File: config.mk
export PLATFORM = sky130hd
export DESIGN_NAME = alu_muldiv
export DESIGN_NICKNAME = d
export VERILOG_FILES = /design/src/rtl/alu_pkg.sv /design/src/rtl/alu_muldiv.sv
export SDC_FILE = /design/constraint.sdc
export NUM_CORES = 1
export LEC_CHECK = 0
export CORE_MARGIN = 2
export CORE_UTILIZATION = 45
export DETAILED_ROUTE_END_ITERATION = 7
export DONT_BUFFER_PORTS = 1
export GPL_TIMING_DRIVEN = 1
export PLACE_DENSITY_LB_ADDON = 0.05
export REMOVE_ABC_BUFFERS = 1
export SLEW_MARGIN = 15
export SYNTH_ARGS = -nofsm -noshare
export SYNTH_HDL_FRONTEND = slang
export SYNTH_SLANG_ARGS = --single-unit
File: constraint.sdc
create_clock -name clk -period 9.3 [get_ports clk]
set_input_delay 1.86 -clock clk [delete_from_list [all_inputs] [get_ports clk]]
set_output_delay 1.86 -clock clk [all_outputs]
set_load 0.02 [all_outputs]
File: src/rtl/alu_pkg.sv
// Shared opcode and state definitions for the multiply/divide unit and the control decoder.
package alu_pkg;

  // Opcode encodings, shared with the control decoder.
  localparam logic [1:0] OP_MULTU = 2'b00;
  localparam logic [1:0] OP_MULT  = 2'b01;
  localparam logic [1:0] OP_DIVU  = 2'b10;
  localparam logic [1:0] OP_DIV   = 2'b11;

  typedef enum logic [1:0] {
    OpMultu = OP_MULTU,
    OpMult  = OP_MULT,
    OpDivu  = OP_DIVU,
    OpDiv   = OP_DIV
  } muldiv_op_t;

  typedef enum logic [1:0] {
    StIdle,
    StRun,
    StFix
  } muldiv_state_t;

  // Bit 1 of the opcode selects divide, bit 0 selects signed.
  function automatic logic op_is_div(muldiv_op_t o);
    return o[1];
  endfunction

  function automatic logic op_is_signed(muldiv_op_t o);
    return o[0];
  endfunction

endpackage

File: src/rtl/alu_muldiv.sv
// Iterative radix-2 multiply / restoring divide unit with HI/LO result registers.
module alu_muldiv
  import alu_pkg::*;
#(
  parameter int unsigned WIDTH = 32,
  parameter int unsigned CW    = $clog2(WIDTH)
) (
  input  logic             clk,
  input  logic             reset,
  input  logic             start,
  input  logic [1:0]       op,
  input  logic [WIDTH-1:0] a,
  input  logic [WIDTH-1:0] b,
  output logic             busy,
  output logic             done,
  output logic [WIDTH-1:0] hi,
  output logic [WIDTH-1:0] lo,
  output logic             div_by_zero,
  output logic             overflow
);

  muldiv_state_t      state_q, state_d;
  muldiv_op_t         op_q, op_d;
  logic [CW-1:0]      cnt_q, cnt_d;
  logic [2*WIDTH-1:0] acc_q, acc_d;   // product, or {unused, dividend/quotient}
  logic [WIDTH:0]     rem_q, rem_d;   // partial remainder, one spare bit for the trial subtract
  logic [WIDTH-1:0]   opb_q, opb_d;   // |multiplicand| or |divisor|
  logic               neg_res_q, neg_res_d;
  logic               neg_rem_q, neg_rem_d;
  logic [WIDTH-1:0]   hi_q, hi_d, lo_q, lo_d;
  logic               done_q, done_d;
  logic               dbz_q, dbz_d;
  logic               ovf_q, ovf_d;

  muldiv_op_t         op_in;
  logic               sgn_in, div_in, a_neg, b_neg, ovf_in;
  logic [WIDTH-1:0]   a_abs, b_abs;
  logic [WIDTH+1:0]   add_x, add_y, add_s;
  logic               add_sub;
  logic [WIDTH-1:0]   fix_hi, fix_lo;

  // Operand decode at the start edge: magnitudes, signs and the DIV overflow case.
  always_comb begin
    op_in  = muldiv_op_t'(op);
    sgn_in = op_is_signed(op_in);
    div_in = op_is_div(op_in);
    a_neg  = sgn_in & a[WIDTH-1];
    b_neg  = sgn_in & b[WIDTH-1];
    a_abs  = a_neg ? (~a + 1'b1) : a;
    b_abs  = b_neg ? (~b + 1'b1) : b;
    ovf_in = (op_in == OpDiv) && (a == {1'b1, {(WIDTH-1){1'b0}}}) && (b == '1);
  end

  // Shared adder: shift-add for multiply, trial subtract for divide.
  always_comb begin
    add_x   = {2'b00, acc_q[2*WIDTH-1:WIDTH]};
    add_y   = {2'b00, opb_q};
    add_sub = 1'b0;
    if (op_is_div(op_q)) begin
      add_x   = {rem_q, acc_q[WIDTH-1]};
      add_sub = 1'b1;
    end
    add_s = add_x + (add_y ^ {(WIDTH+2){add_sub}}) + {{(WIDTH+1){1'b0}}, add_sub};
  end

  // Sign correction and special-case results written back in FIX.
  always_comb begin
    fix_hi = '0;
    fix_lo = '0;
    if (dbz_q) begin
      fix_hi = acc_q[WIDTH-1:0];
      fix_lo = '1;
    end else if (op_is_div(op_q)) begin
      fix_lo = neg_res_q ? (~acc_q[WIDTH-1:0] + 1'b1) : acc_q[WIDTH-1:0];
      fix_hi = neg_rem_q ? (~rem_q[WIDTH-1:0] + 1'b1) : rem_q[WIDTH-1:0];
    end else begin
      {fix_hi, fix_lo} = neg_res_q ? (~acc_q + 1'b1) : acc_q;
    end
  end

  // Next-state and iteration step.
  always_comb begin
    state_d   = state_q;
    op_d      = op_q;
    cnt_d     = cnt_q;
    acc_d     = acc_q;
    rem_d     = rem_q;
    opb_d     = opb_q;
    neg_res_d = neg_res_q;
    neg_rem_d = neg_rem_q;
    hi_d      = hi_q;
    lo_d      = lo_q;
    done_d    = 1'b0;
    dbz_d     = dbz_q;
    ovf_d     = ovf_q;
    case (state_q)
      StIdle: begin
        if (start) begin
          op_d      = op_in;
          cnt_d     = '0;
          rem_d     = '0;
          opb_d     = b_abs;
          acc_d     = {{WIDTH{1'b0}}, a_abs};
          neg_res_d = a_neg ^ b_neg;
          neg_rem_d = a_neg;
          dbz_d     = 1'b0;
          ovf_d     = ovf_in;
          state_d   = StRun;
          if (div_in && (b == '0)) begin
            // Skip iteration; FIX returns the raw dividend in hi.
            acc_d   = {{WIDTH{1'b0}}, a};
            dbz_d   = 1'b1;
            state_d = StFix;
          end
        end
      end
      StRun: begin
        if (op_is_div(op_q)) begin
          // Negative trial result means restore (keep the shifted remainder).
          rem_d              = add_s[WIDTH+1] ? add_x[WIDTH:0] : add_s[WIDTH:0];
          acc_d[WIDTH-1:0]   = {acc_q[WIDTH-2:0], ~add_s[WIDTH+1]};
        end else begin
          acc_d = acc_q[0] ? {add_s[WIDTH:0], acc_q[WIDTH-1:1]} : {1'b0, acc_q[2*WIDTH-1:1]};
        end
        if (cnt_q == CW'(WIDTH - 1)) begin
          state_d = StFix;
        end else begin
          cnt_d = cnt_q + 1'b1;
        end
      end
      StFix: begin
        hi_d    = fix_hi;
        lo_d    = fix_lo;
        done_d  = 1'b1;
        state_d = StIdle;
      end
      default: state_d = StIdle;
    endcase
  end

  // State and result registers, cleared asynchronously.
  always_ff @(posedge clk or posedge reset) begin
    if (reset) begin
      state_q   <= StIdle;
      op_q      <= OpMultu;
      cnt_q     <= '0;
      acc_q     <= '0;
      rem_q     <= '0;
      opb_q     <= '0;
      neg_res_q <= 1'b0;
      neg_rem_q <= 1'b0;
      hi_q      <= '0;
      lo_q      <= '0;
      done_q    <= 1'b0;
      dbz_q     <= 1'b0;
      ovf_q     <= 1'b0;
    end else begin
      state_q   <= state_d;
      op_q      <= op_d;
      cnt_q     <= cnt_d;
      acc_q     <= acc_d;
      rem_q     <= rem_d;
      opb_q     <= opb_d;
      neg_res_q <= neg_res_d;
      neg_rem_q <= neg_rem_d;
      hi_q      <= hi_d;
      lo_q      <= lo_d;
      done_q    <= done_d;
      dbz_q     <= dbz_d;
      ovf_q     <= ovf_d;
    end
  end

  assign busy        = (state_q != StIdle);
  assign done        = done_q;
  assign hi          = hi_q;
  assign lo          = lo_q;
  assign div_by_zero = dbz_q;
  assign overflow    = ovf_q;

endmodule

==> flow_metrics.tcl <==
set metrics [dict create \
    ant_nets 0 \
    fmax_ghz 0.1968 \
    ir_worst_vdd_mv 0.2149 \
    cts.sinks 206 \
    wl_per_cell_um 21.11 \
    clock_latency_ns 0.53 \
    synth.area.top_cells "dfrtp_1 (34%), xor2_1 (6.5%), mux2i_1 (6.1%)" \
    setup_viol 0 \
    fp.dieW_um 188.8 \
    cts_buffers 25 \
    leakage_nw 6.902 \
    synth_async_sr_flop_share_pct 100.0 \
    post-cts-setup-buffers 0 \
    antenna_found_initial 1 \
    total_power_mw 7.293 \
    synth.top_cells.by_count "dfrtp_1 (206), nand2_1 (206), o21ai_0 (180)" \
    yosys_warnings 0 \
    worst_ep_arrival_time_ns 5.50 \
    clkTransAtPathRegs_ns 0.06 \
    area_growth_pct 7.429 \
    grt_pass1_vias 12780 \
    skew_ns 0.01322 \
    diodes 0 \
    hold_ws_ns 0.4784 \
    grt_overflow 0 \
    synth_area_mm2 0.01536 \
    setup_tns_ns 0 \
    cts_tree "built" \
    gp_congestion 0.8446 \
    start_util_pct 45.81 \
    worstSetupPathType "flop to flop" \
    ys_seq_area_share_pct 33.56 \
    io_buffers 0 \
    first_pass_iters 5 \
    route.detailed.drc 0 \
    root_buffer "clkbuf_16" \
    grt_pass1_wl_mm 73.65 \
    cts-resized-gates 0 \
    slew_violations 0 \
    synthFlopType "dfrtp_1" \
    synth_seq_cells 206 \
    yosysTopAreaCell "dfrtp_1" \
    drive_above_1_share_pct 8.276 \
    slew_headroom_pct 20.52 \
    syn_avg_cell_area_um2 8.422 \
    routed-via-count 13150 \
    vias_per_cell 5.979 \
    fin_crit_ns 5.081 \
    dp_hpwl_mm 33.41 \
    ctsHoldBuffers 0 \
    hold_path.class "flop to flop" \
    ioPinCount 137 \
    wirelength_mm 46.45 \
    dieArea_mm2 0.03563 \
    htreeDepth 1 \
    rows 67 \
    syn_inst 1824 \
    num-fill-cells 3282 \
    grt_max_degree 139 \
    cap_violations 0 \
    status "finished, final reports clean" \
    synth-edff-count 0 \
    p_per_area_mw_per_mm2 441.9 \
    grt_usage_pct 25.86 \
    fin_crit_sh_pct 54.64 \
    cts.path.max_buffers 3 \
    crit_required_ns 9.72 \
    die_h_um 188.8 \
    cp_max_fo 138 \
    netlist.area_leader.share_pct 33.56 \
    drt_iter0_markers 903 \
    hold_viol 0 \
    tightest_slew_ns 1.189 \
    yosys.cell_types.count 89 \
    start_kind "flop" \
    rsz0062_at_grt "no" \
    setup.worst_path.end_class "flop" \
    nets 1842 \
    design.core.area_mm2 0.03353 \
]
## metrics by stage
stage          worst slack [ns]  instances  area (µm²)  utilization (%)
2_1_floorplan             1.816       1690       14820                -
3_3_place_gp              4.246       2155       15560            46.40
3_5_place_dp              4.168       2155       15560            46.40
4_1_cts                   4.145       2200       16500            49.21
5_1_grt                   3.946       2200       16500            49.21
6_report                  4.219       2200       16500            49.21
## registers in the layout, indices dropped and copies added, names as in the netlist
register	cells
acc_q	64
rem_q	33
hi	32
lo	32
opb_q	32
cnt_q	5
state_q	2
div_by_zero	1
done	1
neg_rem_q	1
neg_res_q	1
op_q	1
overflow	1
## cell usage in the layout, fill, tap and decap left out, types with 10 or more instances in the layout
cell,instances
a21o_1,17
a21oi_1,108
and3_1,12
buf_4,16
clkbuf_16,25
clkbuf_8,10
dfrtp_1,203
ha_1,38
inv_1,24
mux2_2,31
mux2i_1,93
nand2_1,205
nand2b_1,15
nand3_1,38
nand4_1,18
nor2_1,132
nor2b_1,10
nor3_1,23
nor4_1,15
o21ai_0,180
o21ai_1,36
o21bai_1,10
o22ai_1,35
o31ai_1,29
o41ai_1,17
or2_2,12
or3_1,19
or4_1,14
xnor2_1,87
xor2_1,114
## routing by layer
metal	vias up	share of wire [%]	track usage, %
met3	66	5.3	4.265
met5	-	0.017	0
li1	6398	-	-
met2	355	45	41.26
met4	2	2.2	6.280
met1	6332	48	36.60
## worst paths after layout
path	start	end	slack, ns	cells after the start
min in group asynchronous	reset	cnt_q[0]	1.39	1
worst max register to register	op_q[1]	rem_q[1]	4.22	12
worst min-delay path	neg_rem_q	neg_rem_q	0.48	2
worst min register to register	neg_rem_q	neg_rem_q	0.48	2
worst max-delay path	op_q[1]	rem_q[1]	4.22	12
max in group asynchronous	reset	done	6.40	2
## area by class of cell
type | instances | area (µm²) | area share (%)
repair buffers | 17 | 140.1 | 0.8492
multi-input cells | 1457 | 9588 | 58.10
clock inverters | 9 | 176.4 | 1.069
flip-flops and latches | 206 | 5161 | 31.28
well taps | 448 | 560.5 | 3.397
inverters | 27 | 108.9 | 0.6596
clock buffers | 36 | 767.0 | 4.648
## report_power, final
group / total, mW / switching, mW / internal [mW]
sequential: 1.74 / 0.524 / 1.22
combinational: 4.43 / 2.63 / 1.80
clock: 1.12 / 0.409 / 0.708
## kinds of logic (layout without fill, tap and decap cells)
logic type,Yosys count,in the layout,synth area share (%)
buffers and inverters,161,89,4.170
DFF,206,206,33.56
adders and majority gates,39,39,3.226
AOI/OAI and AO/OA,523,523,21.02
and+or+nand+nor,570,570,18.23
xor gates and xnor gates,201,201,11.46
muxes,124,124,8.333
## worst max-delay path, stage by stage, from the launching register on
cell and delay (ns):
dfrtp_4 0.56, buf_12 0.57, mux2_2 0.44, ha_1 0.36
a21oi_1 0.18, o21ai_0 0.18, a2111oi_2 0.39, a21oi_1 0.22
o211a_1 0.30, o311a_1 0.39, nor2_4 0.93, nand2_1 0.12
a32o_1 0.29
No activity file was read; power rests on OpenSTA's default activity.
